**src/rtl/wrr_pkg.sv**
```systemverilog
// Shared types and sizing for the credit-aware weighted round-robin VC scheduler.
package wrr_pkg;

    localparam int NUM_VC     = 4;
    localparam int VC_ID_W    = 2;
    localparam int WEIGHT_W   = 3;
    localparam int CREDIT_W   = 3;
    localparam int MAX_CREDIT = 4;

    typedef logic [VC_ID_W-1:0] vc_id_t;

    typedef enum logic {
        IDLE  = 1'b0,
        GRANT = 1'b1
    } state_t;

    function automatic logic [NUM_VC-1:0] vc_onehot(vc_id_t id);
        return NUM_VC'(1) << id;
    endfunction

endpackage

```
**src/rtl/vc_wrr_scheduler_if.sv**
```systemverilog
// Request/config/credit inputs and grant outputs of the VC scheduler.
interface vc_wrr_scheduler_if;
    import wrr_pkg::*;

    logic [NUM_VC-1:0]   req;
    logic                cfg_we;
    vc_id_t              cfg_vc;
    logic [WEIGHT_W-1:0] cfg_weight;
    logic [NUM_VC-1:0]   credit_return;
    logic                out_ready;
    logic                grant_valid;
    vc_id_t              grant_id;
    logic [NUM_VC-1:0]   grant_onehot;
    logic                credit_err;

    modport master (
        output req, cfg_we, cfg_vc, cfg_weight, credit_return, out_ready,
        input  grant_valid, grant_id, grant_onehot, credit_err
    );

    modport slave (
        input  req, cfg_we, cfg_vc, cfg_weight, credit_return, out_ready,
        output grant_valid, grant_id, grant_onehot, credit_err
    );

endinterface

```
**src/rtl/vc_rr_pick.sv**
```systemverilog
// Rotating-priority picker: first eligible VC at or after i_start, wrapping mod NUM_VC.
module vc_rr_pick
    import wrr_pkg::*;
(
    input  logic [NUM_VC-1:0] i_elig,
    input  vc_id_t            i_start,
    output logic              o_found,
    output vc_id_t            o_pick_id
);

    vc_id_t w_idx;

    // NOTE: every variable gets a default before the loop so no path leaves it unassigned (no latch).
    always_comb begin
        o_found   = 1'b0;
        o_pick_id = i_start;
        w_idx     = i_start;
        for (int k = 0; k < NUM_VC; k++) begin
            w_idx = i_start + vc_id_t'(k);
            if (!o_found && i_elig[w_idx]) begin
                o_found   = 1'b1;
                o_pick_id = w_idx;
            end
        end
    end

endmodule

```
**src/rtl/vc_wrr_scheduler.sv**
```systemverilog
// Credit-aware weighted round-robin scheduler: weight table, per-VC credits,
// quantum counter and a registered grant with valid/ready handshake.
module vc_wrr_scheduler
    import wrr_pkg::*;
(
    input  logic              clk,
    input  logic              reset,
    vc_wrr_scheduler_if.slave bus
);

    logic [WEIGHT_W-1:0] r_weight [NUM_VC];
    logic [CREDIT_W-1:0] r_credit [NUM_VC];
    vc_id_t              r_cur;
    logic [WEIGHT_W-1:0] r_quantum;
    state_t              r_state;
    vc_id_t              r_grant_id;
    logic [NUM_VC-1:0]   r_grant_onehot;
    logic                r_credit_err;

    logic                w_fire;
    logic [NUM_VC-1:0]   w_fire_vc;
    logic [CREDIT_W-1:0] w_credit_nx [NUM_VC];
    logic [NUM_VC-1:0]   w_credit_ovf;
    logic [NUM_VC-1:0]   w_elig;
    logic [WEIGHT_W-1:0] w_quantum_nx;
    logic                w_sel_en;
    logic                w_stay;
    logic                w_found;
    vc_id_t              w_pick_id;

    assign w_fire       = (r_state == GRANT) && bus.out_ready;
    assign w_fire_vc    = w_fire ? vc_onehot(r_grant_id) : '0;
    assign w_quantum_nx = w_fire ? (r_quantum - WEIGHT_W'(1)) : r_quantum;
    assign w_sel_en     = (r_state == IDLE) || w_fire;
    assign w_stay       = w_elig[r_cur] && (w_quantum_nx != '0);

    // A fire and a return on the same VC cancel; a return into a full counter is an error.
    always_comb begin
        w_credit_ovf = '0;
        w_elig       = '0;
        for (int i = 0; i < NUM_VC; i++) begin
            w_credit_nx[i] = r_credit[i];
            if (w_fire_vc[i] && !bus.credit_return[i]) begin
                w_credit_nx[i] = r_credit[i] - CREDIT_W'(1);
            end else if (bus.credit_return[i] && !w_fire_vc[i]) begin
                if (r_credit[i] == CREDIT_W'(MAX_CREDIT)) begin
                    w_credit_ovf[i] = 1'b1;
                end else begin
                    w_credit_nx[i] = r_credit[i] + CREDIT_W'(1);
                end
            end
            w_elig[i] = bus.req[i] && (w_credit_nx[i] != '0) && (r_weight[i] != '0);
        end
    end

    vc_rr_pick u_pick (
        .i_elig    (w_elig),
        .i_start   (r_cur + vc_id_t'(1)),
        .o_found   (w_found),
        .o_pick_id (w_pick_id)
    );

    // NOTE: the weight table is only four entries, so it is reset like ordinary registers.
    always_ff @(posedge clk or negedge reset) begin
        if (!reset) begin
            for (int i = 0; i < NUM_VC; i++) begin
                r_weight[i] <= WEIGHT_W'(1);
                r_credit[i] <= CREDIT_W'(MAX_CREDIT);
            end
            r_credit_err <= 1'b0;
        end else begin
            for (int i = 0; i < NUM_VC; i++) begin
                r_credit[i] <= w_credit_nx[i];
            end
            if (|w_credit_ovf) begin
                r_credit_err <= 1'b1;
            end
            if (bus.cfg_we) begin
                r_weight[bus.cfg_vc] <= bus.cfg_weight;
            end
        end
    end

    // A held grant (valid, not ready) is never re-evaluated, so grant_id stays stable.
    always_ff @(posedge clk or negedge reset) begin
        if (!reset) begin
            r_state        <= IDLE;
            r_cur          <= vc_id_t'(NUM_VC - 1);
            r_quantum      <= '0;
            r_grant_id     <= '0;
            r_grant_onehot <= '0;
        end else if (w_sel_en) begin
            if (w_stay) begin
                r_state        <= GRANT;
                r_quantum      <= w_quantum_nx;
                r_grant_id     <= r_cur;
                r_grant_onehot <= vc_onehot(r_cur);
            end else if (w_found) begin
                r_state        <= GRANT;
                r_cur          <= w_pick_id;
                r_quantum      <= r_weight[w_pick_id];
                r_grant_id     <= w_pick_id;
                r_grant_onehot <= vc_onehot(w_pick_id);
            end else begin
                r_state        <= IDLE;
                r_quantum      <= w_quantum_nx;
                r_grant_onehot <= '0;
            end
        end
    end

    assign bus.grant_valid  = (r_state == GRANT);
    assign bus.grant_id     = r_grant_id;
    assign bus.grant_onehot = r_grant_onehot;
    assign bus.credit_err   = r_credit_err;

endmodule

```
**src/flat_wrapper.sv**
```systemverilog
// flat-port wrapper written by rule: the top's interface ports become plain ports
module vc_wrr_scheduler_flat import wrr_pkg::*;
  (clk, reset, bus_req, bus_cfg_we, bus_cfg_vc, bus_cfg_weight, bus_credit_return, bus_out_ready, bus_grant_valid, bus_grant_id, bus_grant_onehot, bus_credit_err);
  vc_wrr_scheduler_if bus_i ();
  input  logic clk;
  input  logic reset;
  input wire logic [$bits(bus_i.req)-1:0] bus_req;
  input wire logic [$bits(bus_i.cfg_we)-1:0] bus_cfg_we;
  input wire logic [$bits(bus_i.cfg_vc)-1:0] bus_cfg_vc;
  input wire logic [$bits(bus_i.cfg_weight)-1:0] bus_cfg_weight;
  input wire logic [$bits(bus_i.credit_return)-1:0] bus_credit_return;
  input wire logic [$bits(bus_i.out_ready)-1:0] bus_out_ready;
  output wire logic [$bits(bus_i.grant_valid)-1:0] bus_grant_valid;
  output wire logic [$bits(bus_i.grant_id)-1:0] bus_grant_id;
  output wire logic [$bits(bus_i.grant_onehot)-1:0] bus_grant_onehot;
  output wire logic [$bits(bus_i.credit_err)-1:0] bus_credit_err;
  assign bus_i.req = bus_req;
  assign bus_i.cfg_we = bus_cfg_we;
  assign bus_i.cfg_vc = bus_cfg_vc;
  assign bus_i.cfg_weight = bus_cfg_weight;
  assign bus_i.credit_return = bus_credit_return;
  assign bus_i.out_ready = bus_out_ready;
  assign bus_grant_valid = bus_i.grant_valid;
  assign bus_grant_id = bus_i.grant_id;
  assign bus_grant_onehot = bus_i.grant_onehot;
  assign bus_credit_err = bus_i.credit_err;
  vc_wrr_scheduler u_core (.clk(clk), .reset(reset), .bus(bus_i));
endmodule
```
**config.mk**
```make
export PLATFORM = sky130hd
export DESIGN_NAME = vc_wrr_scheduler_flat
export DESIGN_NICKNAME = d
export VERILOG_FILES = /design/src/rtl/wrr_pkg.sv /design/src/rtl/vc_wrr_scheduler_if.sv /design/src/rtl/vc_rr_pick.sv /design/src/rtl/vc_wrr_scheduler.sv /design/src/flat_wrapper.sv
export SDC_FILE = /design/constraint.sdc
export NUM_CORES = 1
export LEC_CHECK = 0
export BUFFER_PORTS_ARGS = -buffer_cell sky130_fd_sc_hd__buf_2
export CAP_MARGIN = 20
export CORE_MARGIN = 4
export CORE_UTILIZATION = 55
export CTS_BUF_LIST = sky130_fd_sc_hd__clkbuf_4
export CTS_CLUSTER_SIZE = 28
export DETAILED_ROUTE_END_ITERATION = 16
export GPL_ROUTABILITY_DRIVEN = 1
export PLACE_DENSITY = 0.8
export REMOVE_ABC_BUFFERS = 1
export SLEW_MARGIN = 10
export SYNTH_ARGS = -nofsm -noshare
export SYNTH_HDL_FRONTEND = slang
export SYNTH_SLANG_ARGS = --single-unit
```
**constraint.sdc**
```tcl
create_clock -name clk -period 8.4 [get_ports clk]
set_input_delay 0.84 -clock clk [delete_from_list [all_inputs] [get_ports clk]]
set_output_delay 0.84 -clock clk [all_outputs]
set_load 0.03 [all_outputs]
```
* Yosys cells after proc, flatten, opt, wreduce, memory -nomap -nowiden
Index checks and enable logic that the tools add are counted.
** Storage, ports and cells
- Memory bits (writable) :: 0
- Latch bits :: 0
- Register bits after elaboration :: 37
- Memories :: 0
- Logic and storage cells :: 150
- ROM bits :: 0
** Operators by class
- Divide/modulo/power cells :: 0
- Shift-type cells :: 3
- Bitwise logic cells :: 4
- Eq/ne operators :: 4
- Multiply operators :: 0
- Order comparisons :: 8
- $add $sub $neg :: 13
- Reductions and logical operators :: 47
- Multiplexer cells :: 57
** Operators with widths (number)
- 3-bit 2-to-1 mux :: 18
- 3-bit nonzero test :: 9
- 1-bit 2-to-1 mux :: 23
- 1-bit logical AND :: 22
- 2-bit by 3-bit < comparator with 1-bit output, second input constant :: 5
- 3-bit by 1-bit subtractor with 3-bit output, second input constant :: 5
- 3-bit by 1-bit adder with 3-bit output, second input constant :: 4
- 12-bit bitwise mux :: 1
- 3-bit equality test, second input constant :: 4
- 4-bit 2-to-1 mux :: 3
- 1-bit by 2-bit left shift with 4-bit output, first input constant :: 3
- 1-bit zero test :: 11
- 1-bit binary-select mux with 2-bit select :: 5
- 2-bit 2-to-1 mux :: 5
- 3-bit binary-select mux with 2-bit select :: 1
- 3-bit demux with 2-bit select :: 1
- 3-bit >= comparator, second input constant :: 2
- 2-bit inverter with 3-bit output :: 2
- 2-bit by 1-bit adder with 2-bit output, second input constant :: 2
- 2-bit adder, second input constant :: 2
- 4-bit OR reduction :: 1
- 3-bit by 1-bit < comparator with 1-bit output, second input constant :: 1
- 3-bit AND reduction :: 1
- 1-bit inverter :: 2
- 3 further kinds :: 3

* Depth between registers and ports, before layout
- Depth after elaboration :: 27
- Depth in mapped cells :: 12
- Gate-level depth less buffers :: 11

* Modules after synthesis
A second synthesis with hierarchy kept.
** Unflattened totals
- Cells, all modules :: 290
- Area total of the unflattened synthesis :: 2785.2 µm²
** By module, submodules not included
- vc_wrr_scheduler :: area an instance 2688.8 µm², times used 1, cells each 274
- vc_rr_pick :: area an instance 96.3 µm², times used 1, cells each 16

* Worst setup path before layout
Ideal clock, no wire load.
- Kind :: input to register
- Start :: in bus_out_ready
- End :: reg u_core.r_quantum[2]
- Path slack :: 5.090 ns
- Stages on the path :: 11
- Required time :: 8.274 ns
- Data arrival time :: 3.184 ns
- Cells stage by stage :: nor4bb_2 -> buf_6 -> or4_4 -> nand4_2 -> a31oi_2 -> a221oi_1 -> o21a_1 -> buf_6 -> o211ai_1 -> a221oi_1 -> nor2_1
** On the way
- Word-level cells in the longest chain between the ends :: 27
- Elaborated cells between the ends (all ways) :: 67
- Classes of those cells :: mux (32); bitwise (1); reduce/logical (34)
** RTL lines
- from (decl) :: line flat_wrapper.sv:12 : input wire logic [$bits(bus_i.out_ready)-1:0] bus_out_ready;
- 1-bit logical AND (*) :: line vc_wrr_scheduler.sv:31 : assign w_fire = (r_state == GRANT) && bus.out_ready;
- 4-bit 2-to-1 mux :: line vc_wrr_scheduler.sv:32 : assign w_fire_vc = w_fire ? vc_onehot(r_grant_id) : '0;
- 1-bit zero test :: line vc_wrr_scheduler.sv:45 : end else if (bus.credit_return[i] && !w_fire_vc[i]) begin
- 1-bit logical AND :: line vc_wrr_scheduler.sv:45
- 3-bit 2-to-1 mux :: line vc_wrr_scheduler.sv:45
- 3-bit 2-to-1 mux :: line vc_wrr_scheduler.sv:43 : if (w_fire_vc[i] && !bus.credit_return[i]) begin
- 3-bit nonzero test :: line vc_wrr_scheduler.sv:52 : w_elig[i] = bus.req[i] && (w_credit_nx[i] != '0) && (r_weight[i] != '0);
- 1-bit logical AND (2 in series) :: line vc_wrr_scheduler.sv:52
- [9 not listed]
- 1-bit zero test :: line vc_rr_pick.sv:20 : if (!o_found && i_elig[w_idx]) begin
- 1-bit logical AND :: line vc_rr_pick.sv:20
- 2-bit 2-to-1 mux :: line vc_rr_pick.sv:20
- 2-bit inverter with 3-bit output (not written as such) :: line vc_wrr_scheduler.sv:101 : r_quantum <= r_weight[w_pick_id];
- 3-bit binary-select mux with 2-bit select :: line vc_wrr_scheduler.sv:101
- 3-bit 2-to-1 mux (not written as such) (2 in series) :: line vc_wrr_scheduler.sv:101
- 3-bit 2-to-1 mux :: line vc_wrr_scheduler.sv:98 : end else if (w_found) begin
- 3-bit 2-to-1 mux :: line vc_wrr_scheduler.sv:93 : if (w_stay) begin
- to (signal assigned) :: line vc_wrr_scheduler.sv:95 : r_quantum <= w_quantum_nx;
- to (signal assigned) :: line vc_wrr_scheduler.sv:101
- to (signal assigned) :: line vc_wrr_scheduler.sv:106 : r_quantum <= w_quantum_nx;
- to (decl) :: line vc_wrr_scheduler.sv:14 : logic [WEIGHT_W-1:0] r_quantum;
Every way passes the cells marked *; elsewhere a longest branch is shown, timed or not. The select of a mux whose other input is x is not followed.
A chain may end at the register's enable or synchronous reset.

* Worst setup path in the final report
Ends and elaborated chain as after synthesis.

==> impl_summary.txt <==
----------------------------------------------------
[Layout]
  N_diodes ... 0
  Area growth from synthesis to layout ... 6.77%
  Non-filler instance count after layout ... roughly 380
  Fin util ... around three fifths
  Fin area ... approximately 3000 µm²
  # nets final ... ~340
  Fraction of layout cells with a size suffix above 1 ... roughly a quarter

[Synthesis]
  Dominant combinational cell family by area after synthesis ... compound AO/OA/AOI/OAI gates
  Cell accounting for the most synthesized area ... sky130_fd_sc_hd__dfrtp_1
  Syn Area/Cell ... between 9 and 10 µm²
  FF+latch count, synth ... 37
  Ranking of synthesized cells by area ... sky130_fd_sc_hd__dfrtp_1 (24%), sky130_fd_sc_hd__dfstp_2 (9.4%), sky130_fd_sc_hd__ha_1 (7.6%)
  Post-Synth XOR/XNOR Area ... 1.57%
  Synth Area in Adders ... 8.39%
  Simple-Gate Fraction of Synth Area ... 17.5%
  Post-synth design cell area ... ~2800 µm²
  Share of the yosys chip area belonging to registers ... between 30 and 40%
  Library cell with the highest instance count after synthesis ... sky130_fd_sc_hd__inv_1
  Cell count after synthesis ... around 290
  EDFF count, synth ... 0
  Share of Yosys cell area claimed by the top area cell type ... about 24%
  Post-synth top cells ... sky130_fd_sc_hd__inv_1 (28), sky130_fd_sc_hd__dfrtp_1 (27), sky130_fd_sc_hd__nand2_1 (24)
  Most frequently used flop master after synthesis ... sky130_fd_sc_hd__dfrtp_1
  Async set or reset register ratio after synthesis ... 100%
  Count of unique library cells instantiated by Yosys ... 66
  Yosys warning total ... 0
  Share of synthesized area spent on multiplexers ... under 10%
  Complex-gate fraction of the synthesized area ... between 20% and 30%

[Worst hold path]
  Hold path startpoint ... u_core.bus.grant_onehot[0]
  Hold-critical path depth ... 2
  Worst Hold End ... u_core.bus.grant_onehot[0]
  Tightest Hold Check Type ... reg2reg

[Place]
  Dpl cell area ... roughly 2900 µm²
  Setup Slack @ Placement ... approximately 4.3 ns
  Count of placed standard cells including taps ... between 300 and 400
  Count of port buffers added during placement ... 24
  DPL Wire Length ... about 4.3 mm
  Final weighted congestion in routability-driven placement ... approximately 0.84

[Flow run]
  Max Cap Violations ... 0

[Drt]
  Vias ... 2302
  Drt total wl ... slightly below 6 mm
  Iteration-0 DRC count of the detailed router ... around 180
  Average via count per standard cell ... 6.14
  Number of nets still failing antenna checks after routing ... 0
  Avg WL per Cell ... roughly 16 µm
  Count of unresolved DRC violations after routing ... 0
  Router iterations before antenna repair ... 5

[GRT]
  Global route total overflow ... 0
  Number of antenna violations at the first check in global routing ... 0
  Overall routing resource usage ... 20.1%
  Vias in the first global route ... 2132
  Maximum number of pins on one net before global-route repair ... 38
  First-pass GRT wire length ... around 10 mm

[Clock network]
  Cell chosen for the clock root ... sky130_fd_sc_hd__clkbuf_4
  Count of H-tree levels built during CTS ... 2
  Number of buffers added by the clock tree synthesis step ... 5
  Clk sink count ... 37
  Clock transition at the registers of the reported paths ... 0.12 ns
  Clock latency of the later-clocked register in the worst-skew pair ... 0.35 ns
  Longest Clk Path Bufs ... 2
  TritonCTS clock tree ... built
  Hold Buf Count CTS ... 0
  PostCTS Resize Cnt ... 0
  Buffers inserted during post-CTS setup optimization ... 0

[Pwr]
  Total leakage power ... about 1.3 nW
  Gate power share ... around 56%
  Internal power consumption ... approximately 620 µW
  Fraction of power consumed by sequential logic ... between 30% and 40%
  Largest voltage drop on the vdd net ... 0.193 mV
  Pwr per Cell Area ... ~380 nW/µm²
  Clock network power share ... between 10% and 20%
  Total Power ... about 1.1 mW
  Net switching power ... 523 µW
  Switching part of the total ... between 40 and 50%

[Timing]
  Transition time at the pin with the least slew margin ... 0.840 ns
  WHS ... approximately 0.51 ns
  Final slew viol count ... 0
  Slew margin rel. ... 44.0%
  Final Skew ... 0.00527 ns
  Worst path setup slack after routing ... 4.58 ns
  Hold Violations, Final ... 0
  Setup-failing EPs final ... 0
  RSZ-0062 raised after global routing ... no
  Time the final worst path needs with I/O delays and setup ... roughly 3.8 ns
  Fmax ... between 0.2 and 0.3 GHz
  Period Utilization, post-route ... 45.4%
  Sum Neg Setup Slack ... 0 ns

[Die]
  Area of the die ... 6270 µm²
  Cell row count ... 25
  Number of ports placed on the die boundary ... 25
  Starting utilization of the core area ... about 58%
  Horiz. Die Dim ... slightly below 80 µm
  Die Ht ... ~79 µm
  Total core area ... 4820 µm²

[Worst setup path]
  R2R Path End ... u_core.r_quantum[2]
  CP Launch Point ... bus_out_ready
  Worst-case register-to-register setup slack ... between 4 and 5 ns
  Kind of end point of the critical path ... flip-flop
  Data arrival at the endpoint of the critical path ... between 4 and 5 ns
  Worst Path Class, Setup ... in2reg
  Data required time of the worst path ... roughly 8.7 ns
  Crit path launch type ... input port
  Startpoint of the most critical register-to-register path ... u_core.bus.grant_valid
  Crit path max fanout ... 12
  Number of cell instances on the worst register-to-register path ... 9

[Status]
  Outcome ... finished clean

----------------------------------------------------
==> sequential cells by signal, summed over array words and instances, names as in the netlist <==
name / cells
u_core.r_cur: 2
u_core.r_quantum: 3
u_core.bus.grant_valid: 1
u_core.bus.grant_id: 2
u_core.r_weight: 12
u_core.r_credit: 12
u_core.bus.grant_onehot: 4
u_core.bus.credit_err: 1
==> placed cells by master, fill, tap and decap left out, types with 3 or more instances in the layout <==
cell type,n
sky130_fd_sc_hd__ha_1,17
sky130_fd_sc_hd__xnor2_1,4
sky130_fd_sc_hd__nand2b_1,4
sky130_fd_sc_hd__dfrtp_1,27
sky130_fd_sc_hd__a21oi_1,9
sky130_fd_sc_hd__o21ai_0,20
sky130_fd_sc_hd__buf_2,24
sky130_fd_sc_hd__o31ai_1,6
sky130_fd_sc_hd__nand3b_1,5
sky130_fd_sc_hd__nand3_1,8
sky130_fd_sc_hd__a311oi_1,3
sky130_fd_sc_hd__o211ai_1,14
sky130_fd_sc_hd__nand4_1,6
sky130_fd_sc_hd__nor2_1,8
sky130_fd_sc_hd__mux2i_1,3
sky130_fd_sc_hd__nand4b_1,3
sky130_fd_sc_hd__a21bo_2,3
sky130_fd_sc_hd__nand2_1,24
sky130_fd_sc_hd__a221oi_1,4
sky130_fd_sc_hd__dfstp_2,10
sky130_fd_sc_hd__mux2_2,12
sky130_fd_sc_hd__nor3_1,4
sky130_fd_sc_hd__inv_1,28
sky130_fd_sc_hd__a31o_2,4
sky130_fd_sc_hd__a211oi_1,4
sky130_fd_sc_hd__clkbuf_4,5
sky130_fd_sc_hd__a2bb2oi_1,4
==> metal layers <==
metal	up-vias	wire length (µm)	global-route usage [%]
li1	1125	-	-
met5	-	0	0
met1	1099	2720	27.8
met2	67	2720	31.3
met4	0	121	8.42
met3	11	263	3.17
==> logic make-up (layout without fill, tap and decap cells) <==
logic type,after synthesis,count (layout)
buf+inv,40,60
fa+ha+maj,19,19
simple gates,80,80
compound gates,92,92
mux,15,15
flops,37,37
xor+xnor,5,5
==> how the worst max path moves through the flow <==
stage,endpoint,slack [ns]
3_3_place_gp,u_core.r_quantum[2],4.49
3_5_place_dp,u_core.r_quantum[2],4.32
6_report,u_core.r_quantum[2],4.58
5_1_grt,u_core.r_quantum[1],4.31
4_1_cts,u_core.r_quantum[2],4.71
2_1_floorplan,u_core.r_quantum[2],4.97
==> worst max-delay path, stage by stage <==
cell	delay, ns
sky130_fd_sc_hd__buf_2	0.23
sky130_fd_sc_hd__nor4bb_2	0.79
sky130_fd_sc_hd__mux2_2	0.29
sky130_fd_sc_hd__o22a_2	0.17
sky130_fd_sc_hd__a31oi_2	0.12
sky130_fd_sc_hd__a221oi_1	0.75
sky130_fd_sc_hd__o21a_1	0.38
sky130_fd_sc_hd__o211ai_1	0.13
sky130_fd_sc_hd__a221oi_1	0.31
sky130_fd_sc_hd__nor2_1	0.07
==> layout make-up <==
type,count,area [µm²]
inverter,28,105
tap,67,83.8
clock buffer,5,37.5
timing repair buffer,24,120
multi-input combinational,211,1630
clock inverter,3,65.1
fill,442,1840
sequential,37,938
==> power groups by stage <==
stage	clock network, mW	logic [mW]	registers (mW)
2_1_floorplan	0	0.485	0.345
3_3_place_gp	0	0.614	0.340
3_5_place_dp	0	0.631	0.344
4_1_cts	0.159	0.635	0.340
5_1_grt	0.166	0.721	0.352
6_report	0.156	0.641	0.342
No activity file was read; power rests on OpenSTA's default activity.
